File: config.mk
export PLATFORM = sky130hd
export DESIGN_NAME = axis_receiver_flat
export DESIGN_NICKNAME = d
export VERILOG_FILES = /design/src/rtl/axis_receiver_if.sv /design/src/rtl/axis_receiver.sv /design/src/flat_wrapper.sv
export SDC_FILE = /design/constraint.sdc
export NUM_CORES = 1
export LEC_CHECK = 0
export CORE_MARGIN = 1
export CORE_UTILIZATION = 59
export CTS_BUF_LIST = sky130_fd_sc_hd__clkbuf_8 sky130_fd_sc_hd__clkbuf_16
export DETAILED_ROUTE_END_ITERATION = 12
export PLACE_DENSITY = 0.85
export REMOVE_ABC_BUFFERS = 1
export SETUP_SLACK_MARGIN = 0.1
export SLEW_MARGIN = 20
export SYNTH_ARGS = -nofsm -noshare
export SYNTH_HDL_FRONTEND = slang
export SYNTH_SLANG_ARGS = --single-unit
File: constraint.sdc
create_clock -name ACLK -period 4.8 [get_ports ACLK]
set_input_delay 0.48 -clock ACLK [delete_from_list [all_inputs] [get_ports ACLK]]
set_output_delay 0.48 -clock ACLK [all_outputs]
set_load 0.05 [all_outputs]
File: src/rtl/axis_receiver_if.sv
// AXI4-Stream sink plus FIFO read port and packet status for axis_receiver.
// The receiver uses the slave modport; the stream source and consumer use master.
interface axis_receiver_if #(
  parameter int DATA_WIDTH = 16,
  parameter int ID_WIDTH   = 8
) ();
  logic                    TVALID;
  logic                    TREADY;
  logic [DATA_WIDTH-1:0]   TDATA;
  logic [DATA_WIDTH/8-1:0] TKEEP;
  logic                    TLAST;
  logic [1:0]              TUSER;
  logic [ID_WIDTH-1:0]     TID;

  logic                    out_valid;
  logic                    out_ready;
  logic [DATA_WIDTH-1:0]   out_data;
  logic [DATA_WIDTH/8-1:0] out_keep;
  logic                    out_last;
  logic [1:0]              out_user;
  logic [ID_WIDTH-1:0]     out_id;

  logic [15:0]             beat_cnt;
  logic                    pkt_done;
  logic                    id_err;
  logic [1:0]              rx_state;

  modport slave (
    input  TVALID, TDATA, TKEEP, TLAST, TUSER, TID, out_ready,
    output TREADY, out_valid, out_data, out_keep, out_last, out_user, out_id,
    output beat_cnt, pkt_done, id_err, rx_state
  );

  modport master (
    output TVALID, TDATA, TKEEP, TLAST, TUSER, TID, out_ready,
    input  TREADY, out_valid, out_data, out_keep, out_last, out_user, out_id,
    input  beat_cnt, pkt_done, id_err, rx_state
  );
endinterface

File: src/rtl/axis_receiver.sv
// AXI4-Stream receiver: buffers beats in a small FIFO and tracks packet
// framing (beat count, completion pulse, mid-packet TID change pulse).
module axis_receiver #(
  parameter int DATA_WIDTH = 16,
  parameter int ID_WIDTH   = 8,
  parameter int DEPTH      = 4
) (
  input  logic           ACLK,
  input  logic           ARESET,
  axis_receiver_if.slave axis
);
  localparam int KEEP_W   = DATA_WIDTH / 8;
  localparam int PTR_W    = $clog2(DEPTH);
  localparam int USER_LSB = ID_WIDTH;
  localparam int LAST_BIT = ID_WIDTH + 2;
  localparam int KEEP_LSB = ID_WIDTH + 3;
  localparam int DATA_LSB = KEEP_LSB + KEEP_W;
  localparam int ENTRY_W  = DATA_LSB + DATA_WIDTH;

  localparam logic [PTR_W:0]   FULL_CNT = (PTR_W + 1)'(DEPTH);
  localparam logic [PTR_W:0]   CNT_ONE  = (PTR_W + 1)'(1);
  localparam logic [PTR_W-1:0] PTR_ONE  = PTR_W'(1);

  typedef enum logic [1:0] {
    ST_IDLE   = 2'd0,
    ST_IN_PKT = 2'd1
  } rx_state_t;

  logic [ENTRY_W-1:0] r_mem [DEPTH];
  logic [PTR_W-1:0]   r_wr_ptr;
  logic [PTR_W-1:0]   r_rd_ptr;
  logic [PTR_W:0]     r_count;
  logic [PTR_W:0]     w_count_next;
  logic               r_tready;
  logic               w_push;
  logic               w_pop;
  logic [ENTRY_W-1:0] w_head;

  assign w_push = axis.TVALID & r_tready;
  assign w_pop  = (r_count != '0) & axis.out_ready;

  // NOTE: every variable written in always_comb takes a default first, so no path can infer a latch.
  always_comb begin
    w_count_next = r_count;
    if (w_push && !w_pop)      w_count_next = r_count + CNT_ONE;
    else if (!w_push && w_pop) w_count_next = r_count - CNT_ONE;
  end

  // NOTE: sequential state uses non-blocking assignments so all registers update together at the edge.
  always_ff @(posedge ACLK or posedge ARESET) begin
    if (ARESET) begin
      r_wr_ptr <= '0;
      r_rd_ptr <= '0;
      r_count  <= '0;
      r_tready <= 1'b0;
    end else begin
      if (w_push) r_wr_ptr <= r_wr_ptr + PTR_ONE;
      if (w_pop)  r_rd_ptr <= r_rd_ptr + PTR_ONE;
      r_count  <= w_count_next;
      // Looking at next occupancy lets a full FIFO keep streaming when the head drains.
      r_tready <= (w_count_next < FULL_CNT);
    end
  end

  // NOTE: storage has no reset; stale entries are never visible because out_valid gates the head.
  always_ff @(posedge ACLK) begin
    if (w_push) r_mem[r_wr_ptr] <= {axis.TDATA, axis.TKEEP, axis.TLAST, axis.TUSER, axis.TID};
  end

  assign w_head         = r_mem[r_rd_ptr];
  assign axis.TREADY    = r_tready;
  assign axis.out_valid = (r_count != '0);
  assign axis.out_data  = w_head[DATA_LSB +: DATA_WIDTH];
  assign axis.out_keep  = w_head[KEEP_LSB +: KEEP_W];
  assign axis.out_last  = w_head[LAST_BIT];
  assign axis.out_user  = w_head[USER_LSB +: 2];
  assign axis.out_id    = w_head[ID_WIDTH-1:0];

  rx_state_t           r_state;
  rx_state_t           w_state_next;
  logic [15:0]         r_beat_cnt;
  logic [15:0]         w_beat_cnt_next;
  logic [ID_WIDTH-1:0] r_pkt_id;
  logic [ID_WIDTH-1:0] w_pkt_id_next;
  logic                r_pkt_done;
  logic                w_pkt_done_next;
  logic                r_id_err;
  logic                w_id_err_next;

  always_ff @(posedge ACLK or posedge ARESET) begin
    if (ARESET) begin
      r_state    <= ST_IDLE;
      r_beat_cnt <= '0;
      r_pkt_id   <= '0;
      r_pkt_done <= 1'b0;
      r_id_err   <= 1'b0;
    end else begin
      r_state    <= w_state_next;
      r_beat_cnt <= w_beat_cnt_next;
      r_pkt_id   <= w_pkt_id_next;
      r_pkt_done <= w_pkt_done_next;
      r_id_err   <= w_id_err_next;
    end
  end

  always_comb begin
    w_state_next    = r_state;
    w_beat_cnt_next = r_beat_cnt;
    w_pkt_id_next   = r_pkt_id;
    w_pkt_done_next = 1'b0;
    w_id_err_next   = 1'b0;
    case (r_state)
      ST_IDLE: begin
        if (w_push) begin
          w_beat_cnt_next = 16'd1;
          if (axis.TLAST) begin
            w_pkt_done_next = 1'b1;
          end else begin
            w_pkt_id_next = axis.TID;
            w_state_next  = ST_IN_PKT;
          end
        end
      end
      ST_IN_PKT: begin
        if (w_push) begin
          if (r_beat_cnt != 16'hFFFF) w_beat_cnt_next = r_beat_cnt + 16'd1;
          // A mismatching beat is flagged but still stored; the packet keeps its first TID.
          if (axis.TID != r_pkt_id) w_id_err_next = 1'b1;
          if (axis.TLAST) begin
            w_pkt_done_next = 1'b1;
            w_state_next    = ST_IDLE;
          end
        end
      end
      default: w_state_next = ST_IDLE;
    endcase
  end

  assign axis.beat_cnt = r_beat_cnt;
  assign axis.pkt_done = r_pkt_done;
  assign axis.id_err   = r_id_err;
  assign axis.rx_state = r_state;
endmodule

File: src/flat_wrapper.sv
// flat-port wrapper written by rule: the top's interface ports become plain ports
module axis_receiver_flat 
#(
  parameter int DATA_WIDTH = 16,
  parameter int ID_WIDTH   = 8,
  parameter int DEPTH      = 4
)
  (ACLK, ARESET, axis_TVALID, axis_TDATA, axis_TKEEP, axis_TLAST, axis_TUSER, axis_TID, axis_out_ready, axis_TREADY, axis_out_valid, axis_out_data, axis_out_keep, axis_out_last, axis_out_user, axis_out_id, axis_beat_cnt, axis_pkt_done, axis_id_err, axis_rx_state);
  axis_receiver_if #(.DATA_WIDTH(DATA_WIDTH), .ID_WIDTH(ID_WIDTH)) axis_i ();
  input  logic ACLK;
  input  logic ARESET;
  input wire logic [$bits(axis_i.TVALID)-1:0] axis_TVALID;
  input wire logic [$bits(axis_i.TDATA)-1:0] axis_TDATA;
  input wire logic [$bits(axis_i.TKEEP)-1:0] axis_TKEEP;
  input wire logic [$bits(axis_i.TLAST)-1:0] axis_TLAST;
  input wire logic [$bits(axis_i.TUSER)-1:0] axis_TUSER;
  input wire logic [$bits(axis_i.TID)-1:0] axis_TID;
  input wire logic [$bits(axis_i.out_ready)-1:0] axis_out_ready;
  output wire logic [$bits(axis_i.TREADY)-1:0] axis_TREADY;
  output wire logic [$bits(axis_i.out_valid)-1:0] axis_out_valid;
  output wire logic [$bits(axis_i.out_data)-1:0] axis_out_data;
  output wire logic [$bits(axis_i.out_keep)-1:0] axis_out_keep;
  output wire logic [$bits(axis_i.out_last)-1:0] axis_out_last;
  output wire logic [$bits(axis_i.out_user)-1:0] axis_out_user;
  output wire logic [$bits(axis_i.out_id)-1:0] axis_out_id;
  output wire logic [$bits(axis_i.beat_cnt)-1:0] axis_beat_cnt;
  output wire logic [$bits(axis_i.pkt_done)-1:0] axis_pkt_done;
  output wire logic [$bits(axis_i.id_err)-1:0] axis_id_err;
  output wire logic [$bits(axis_i.rx_state)-1:0] axis_rx_state;
  assign axis_i.TVALID = axis_TVALID;
  assign axis_i.TDATA = axis_TDATA;
  assign axis_i.TKEEP = axis_TKEEP;
  assign axis_i.TLAST = axis_TLAST;
  assign axis_i.TUSER = axis_TUSER;
  assign axis_i.TID = axis_TID;
  assign axis_i.out_ready = axis_out_ready;
  assign axis_TREADY = axis_i.TREADY;
  assign axis_out_valid = axis_i.out_valid;
  assign axis_out_data = axis_i.out_data;
  assign axis_out_keep = axis_i.out_keep;
  assign axis_out_last = axis_i.out_last;
  assign axis_out_user = axis_i.out_user;
  assign axis_out_id = axis_i.out_id;
  assign axis_beat_cnt = axis_i.beat_cnt;
  assign axis_pkt_done = axis_i.pkt_done;
  assign axis_id_err = axis_i.id_err;
  assign axis_rx_state = axis_i.rx_state;
  axis_receiver #(.DATA_WIDTH(DATA_WIDTH), .ID_WIDTH(ID_WIDTH), .DEPTH(DEPTH)) u_core (.ACLK(ACLK), .ARESET(ARESET), .axis(axis_i));
endmodule
==> reports/metrics.csv <==
metric,value,unit
status,"complete, no violations",
seq_area_frac_synth,70.8,%
clk_network_pwr_share,23.1,%
insertedDiodeCount,0,
endpoint_kind,output port,
clock_sink_count,151,
post_synth_num_cell_types,47,
swShare,40.0,%
antenna_violating_nets_post_route,0,
max-cap-violations,0,
timing.setup.tns,0,ns
place_congestion,0.872,
synth_warn,0,
fp.dieH,104,um
timing.final.crit_share,71.6,%
vias_per_cell,6.27,
io_pins,84,
first_global_vias,3881,
grt_usage,29.0,%
synth.cell_area,6150,sq um
postcts_resize_cnt,0,
critical_path_peak_fanout,31,
timing.critical_path.required,4.32,ns
timing.final.crit_period,3.44,ns
initial_utilization,61.8,%
h-tree-depth,4,
cts_made_buffers,17,
detail_route.wirelength,14500,um
port-buffer-count,82,
grtUsageMet1,37.2,%
timing.reg2reg.setup_slack,2.64,ns
peakVddDrop,0.000472,V
num_vias,3675,
seqPwrFrac,37.6,%
comb_power_share,39.3,%
drt_iter0_markers,279,
startpoint_type,flop,
p_leak,2.78,nW
cp-startpoint,u_core.r_rd_ptr[0],
pwr_density_cell,686,nW/um^2
critPathSlowestCell,sky130_fd_sc_hd__dfrtp_2,
internal_power,3.16,mW
syn-mean-instance-area,17.8,sq um
grt_max_degree,36,
clk_transition_reported_paths,0.07,ns
critical_path_buf_inv_count,1,
timing.final.max_slew_violations,0,
edff_count_synth,116,
place.detailed.hpwl,7750,um
timing.final.hold_violations,0,
timing.fmax,291,MHz
min-delay-path-class,input port to async pin,
groute.layer.met3.usage,6.89,%
maxSlewHeadroom,33.2,%
clk-insertion-delay-late,0.53,ns
dieArea,10800,sq um
finalSetupViolCount,0,
clock_path_buffers,2,
power.switching,2.11,mW
cts_tree,yes,
ys_async_sr_fraction,23.2,%
grt_setup_unrepaired,false,
crit_chain,mux4_2 > clkdlybuf4s50_1,
dieWidth,104,um
rr_startpoint,u_core.axis.beat_cnt[0],
worst-slew-pin-transition,1.00,ns
globalRouteOverflowTotal,0,
clock-root-buffer,sky130_fd_sc_hd__clkbuf_8,
critPathKind,flop to output port,
cpLargestDelayFamily,flip-flops,
areaGrowthSynthToFinish,24.8,%
clock-skew-final,0.00559,ns
arrival,2.96,ns
core,9950,sq um
syn-instance-count,345,
wire_length_of_the_first_global_routing_pass,22700,um
final_layout_size_suffix_gt1_share,17.7,%
placementRows,36,
drt_drc_violations_left,0,
synth_seq_cells,151,
number_of_antenna_violations_at_the_first_check_in_global_routing,0,
cts_hold_buf,0,
grt-busiest-layer,met2,
main_flop_type_after_synthesis,sky130_fd_sc_hd__edfxtp_1,
wl_per_cell,24.7,um
post_cts.repair.setup_buffers,0,
globalRouteMet2Util,49.1,%
worst_hold_slack,0.358,ns
drtPass1Iterations,6,
final_core_util,77.1,%
fin_nets,484,
cpPeakStageDelay,1.03,ns
[state kept, by name, summed over array words and instances, names as in the netlist, named ones only]
signal,flops
u_core.r_wr_ptr,2
u_core.r_mem,116
u_core.axis.TREADY,1
u_core.r_pkt_id,8
u_core.r_rd_ptr,2
u_core.axis.pkt_done,1
u_core.axis.rx_state,1
u_core.axis.beat_cnt,16
u_core.r_count,2
u_core.axis.id_err,1
[cells in the mapped netlist (2+ instances only)]
cell	n	area, sq um
sky130_fd_sc_hd__dfrtp_1	35	876
sky130_fd_sc_hd__a211oi_1	2	15.0
sky130_fd_sc_hd__edfxtp_1	116	3480
sky130_fd_sc_hd__mux2_2	8	90.1
sky130_fd_sc_hd__buf_2	4	20.0
sky130_fd_sc_hd__nor3_1	9	45.0
sky130_fd_sc_hd__and4_1	3	26.3
sky130_fd_sc_hd__inv_1	11	41.3
sky130_fd_sc_hd__o21ai_0	6	30.0
sky130_fd_sc_hd__nand2b_1	3	18.8
sky130_fd_sc_hd__nand3_1	5	25.0
sky130_fd_sc_hd__ha_1	11	138
sky130_fd_sc_hd__and3_1	6	37.5
sky130_fd_sc_hd__a22o_1	7	61.3
sky130_fd_sc_hd__a211o_1	3	26.3
sky130_fd_sc_hd__nand4_1	4	25.0
sky130_fd_sc_hd__mux4_2	29	653
sky130_fd_sc_hd__a21oi_1	6	30.0
sky130_fd_sc_hd__nor4_1	2	12.5
sky130_fd_sc_hd__nor2_1	9	33.8
sky130_fd_sc_hd__xnor2_1	5	43.8
sky130_fd_sc_hd__mux2i_1	3	30.0
sky130_fd_sc_hd__and2_1	2	12.5
sky130_fd_sc_hd__o221ai_1	2	17.5
sky130_fd_sc_hd__clkbuf_1	8	30.0
sky130_fd_sc_hd__a221o_1	4	40.0
sky130_fd_sc_hd__xor2_1	8	70.1
sky130_fd_sc_hd__nand2_1	15	56.3
[routing by layer]
layer	wire, um	part of all wire (%)	vias to the layer above
met5	0	0	-
met4	297	2.1	0
met3	998	6.9	26
met2	7490	52	213
met1	5690	39	1864
li1	-	-	1572
[power by group through the flow]
stage               combinational, mW  sequential, mW  clock (mW)
floorplan                        1.29            2.04           0
global placement                 1.95            1.98           0
detailed placement               2.02            1.99           0
CTS                              2.08            1.99        1.23
global route                     2.15            2.02        1.28
finish                           2.07            1.98        1.21
[kinds of logic (layout without fill, tap and decap cells)]
| group | count (synthesis) | after routing | synth area share (%) |
|---|---|---|---|
| other cells | 1 | 1 | 0.0609 |
| xor+xnor | 13 | 13 | 1.85 |
| compound gates | 39 | 39 | 4.86 |
| flops | 151 | 151 | 70.8 |
| simple gates | 66 | 66 | 5.98 |
| buf+inv | 24 | 132 | 1.61 |
| mux | 40 | 40 | 12.6 |
| fa+ha+maj | 11 | 11 | 2.24 |
[placed cells by master (no fill, tap or decap), types with 2 or more instances in the layout]
cell,count
sky130_fd_sc_hd__edfxtp_1,116
sky130_fd_sc_hd__clkdlybuf4s50_1,82
sky130_fd_sc_hd__dfrtp_1,34
sky130_fd_sc_hd__mux4_2,29
sky130_fd_sc_hd__clkbuf_16,16
sky130_fd_sc_hd__nand2_1,15
sky130_fd_sc_hd__inv_1,11
sky130_fd_sc_hd__ha_1,11
sky130_fd_sc_hd__nor3_1,9
sky130_fd_sc_hd__nor2_1,9
sky130_fd_sc_hd__mux2_2,8
sky130_fd_sc_hd__xor2_1,8
sky130_fd_sc_hd__a22o_1,7
sky130_fd_sc_hd__o21ai_0,6
sky130_fd_sc_hd__a21oi_1,6
sky130_fd_sc_hd__and3_1,6
sky130_fd_sc_hd__buf_4,6
sky130_fd_sc_hd__nand3_1,5
sky130_fd_sc_hd__xnor2_1,5
sky130_fd_sc_hd__inv_6,5
sky130_fd_sc_hd__nand4_1,4
sky130_fd_sc_hd__a221o_1,4
sky130_fd_sc_hd__and4_1,3
sky130_fd_sc_hd__nand2b_1,3
sky130_fd_sc_hd__a211o_1,3
sky130_fd_sc_hd__mux2i_1,3
sky130_fd_sc_hd__clkinv_4,3
sky130_fd_sc_hd__and2_1,2
sky130_fd_sc_hd__o221ai_1,2
sky130_fd_sc_hd__nor4_1,2
sky130_fd_sc_hd__a211oi_1,2
sky130_fd_sc_hd__inv_8,2
sky130_fd_sc_hd__clkinv_1,2
sky130_fd_sc_hd__clkinvlp_4,2
[tightest hold or removal path, cell delays in order]
cell and delay, ns:
sky130_fd_sc_hd__clkdlybuf4s50_1 0.39, sky130_fd_sc_hd__inv_1 0.05, sky130_fd_sc_hd__buf_4 0.39
[per-stage QoR]
stage               setup slack (ns)  power [mW]  std cells  area, sq um
finish                          1.36        5.27        586         7680
detailed placement              1.87        4.01        554         7140
CTS                             1.27        5.29        586         7680
global route                    1.19        5.45        586         7680
global placement                1.89        3.93        553         7130
floorplan                       2.20        3.33        332         6100
[layout make-up]
class / instances / area [sq um]
flip-flops and latches: 151 / 4360
fillers: 530 / 2280
multi-input cells: 170 / 1700
repair buffers: 89 / 881
clock buffers: 17 / 414
well taps: 133 / 166
clock inverters: 15 / 120
inverters: 11 / 41.3
[final timing paths]
| path | end | depth (start not counted) |
|---|---|---|
| setup / recovery | axis_out_id[5] | 2 |
| hold / removal | u_core.axis.beat_cnt[7] | 3 |
| setup reg to reg | u_core.axis.beat_cnt[8] | 5 |
| hold reg to reg | u_core.r_pkt_id[4] | 1 |
| max in group asynchronous | u_core.r_rd_ptr[0] | 3 |
| min in group ACLK | u_core.r_pkt_id[4] | 1 |
(Power assumes the default switching activity.)
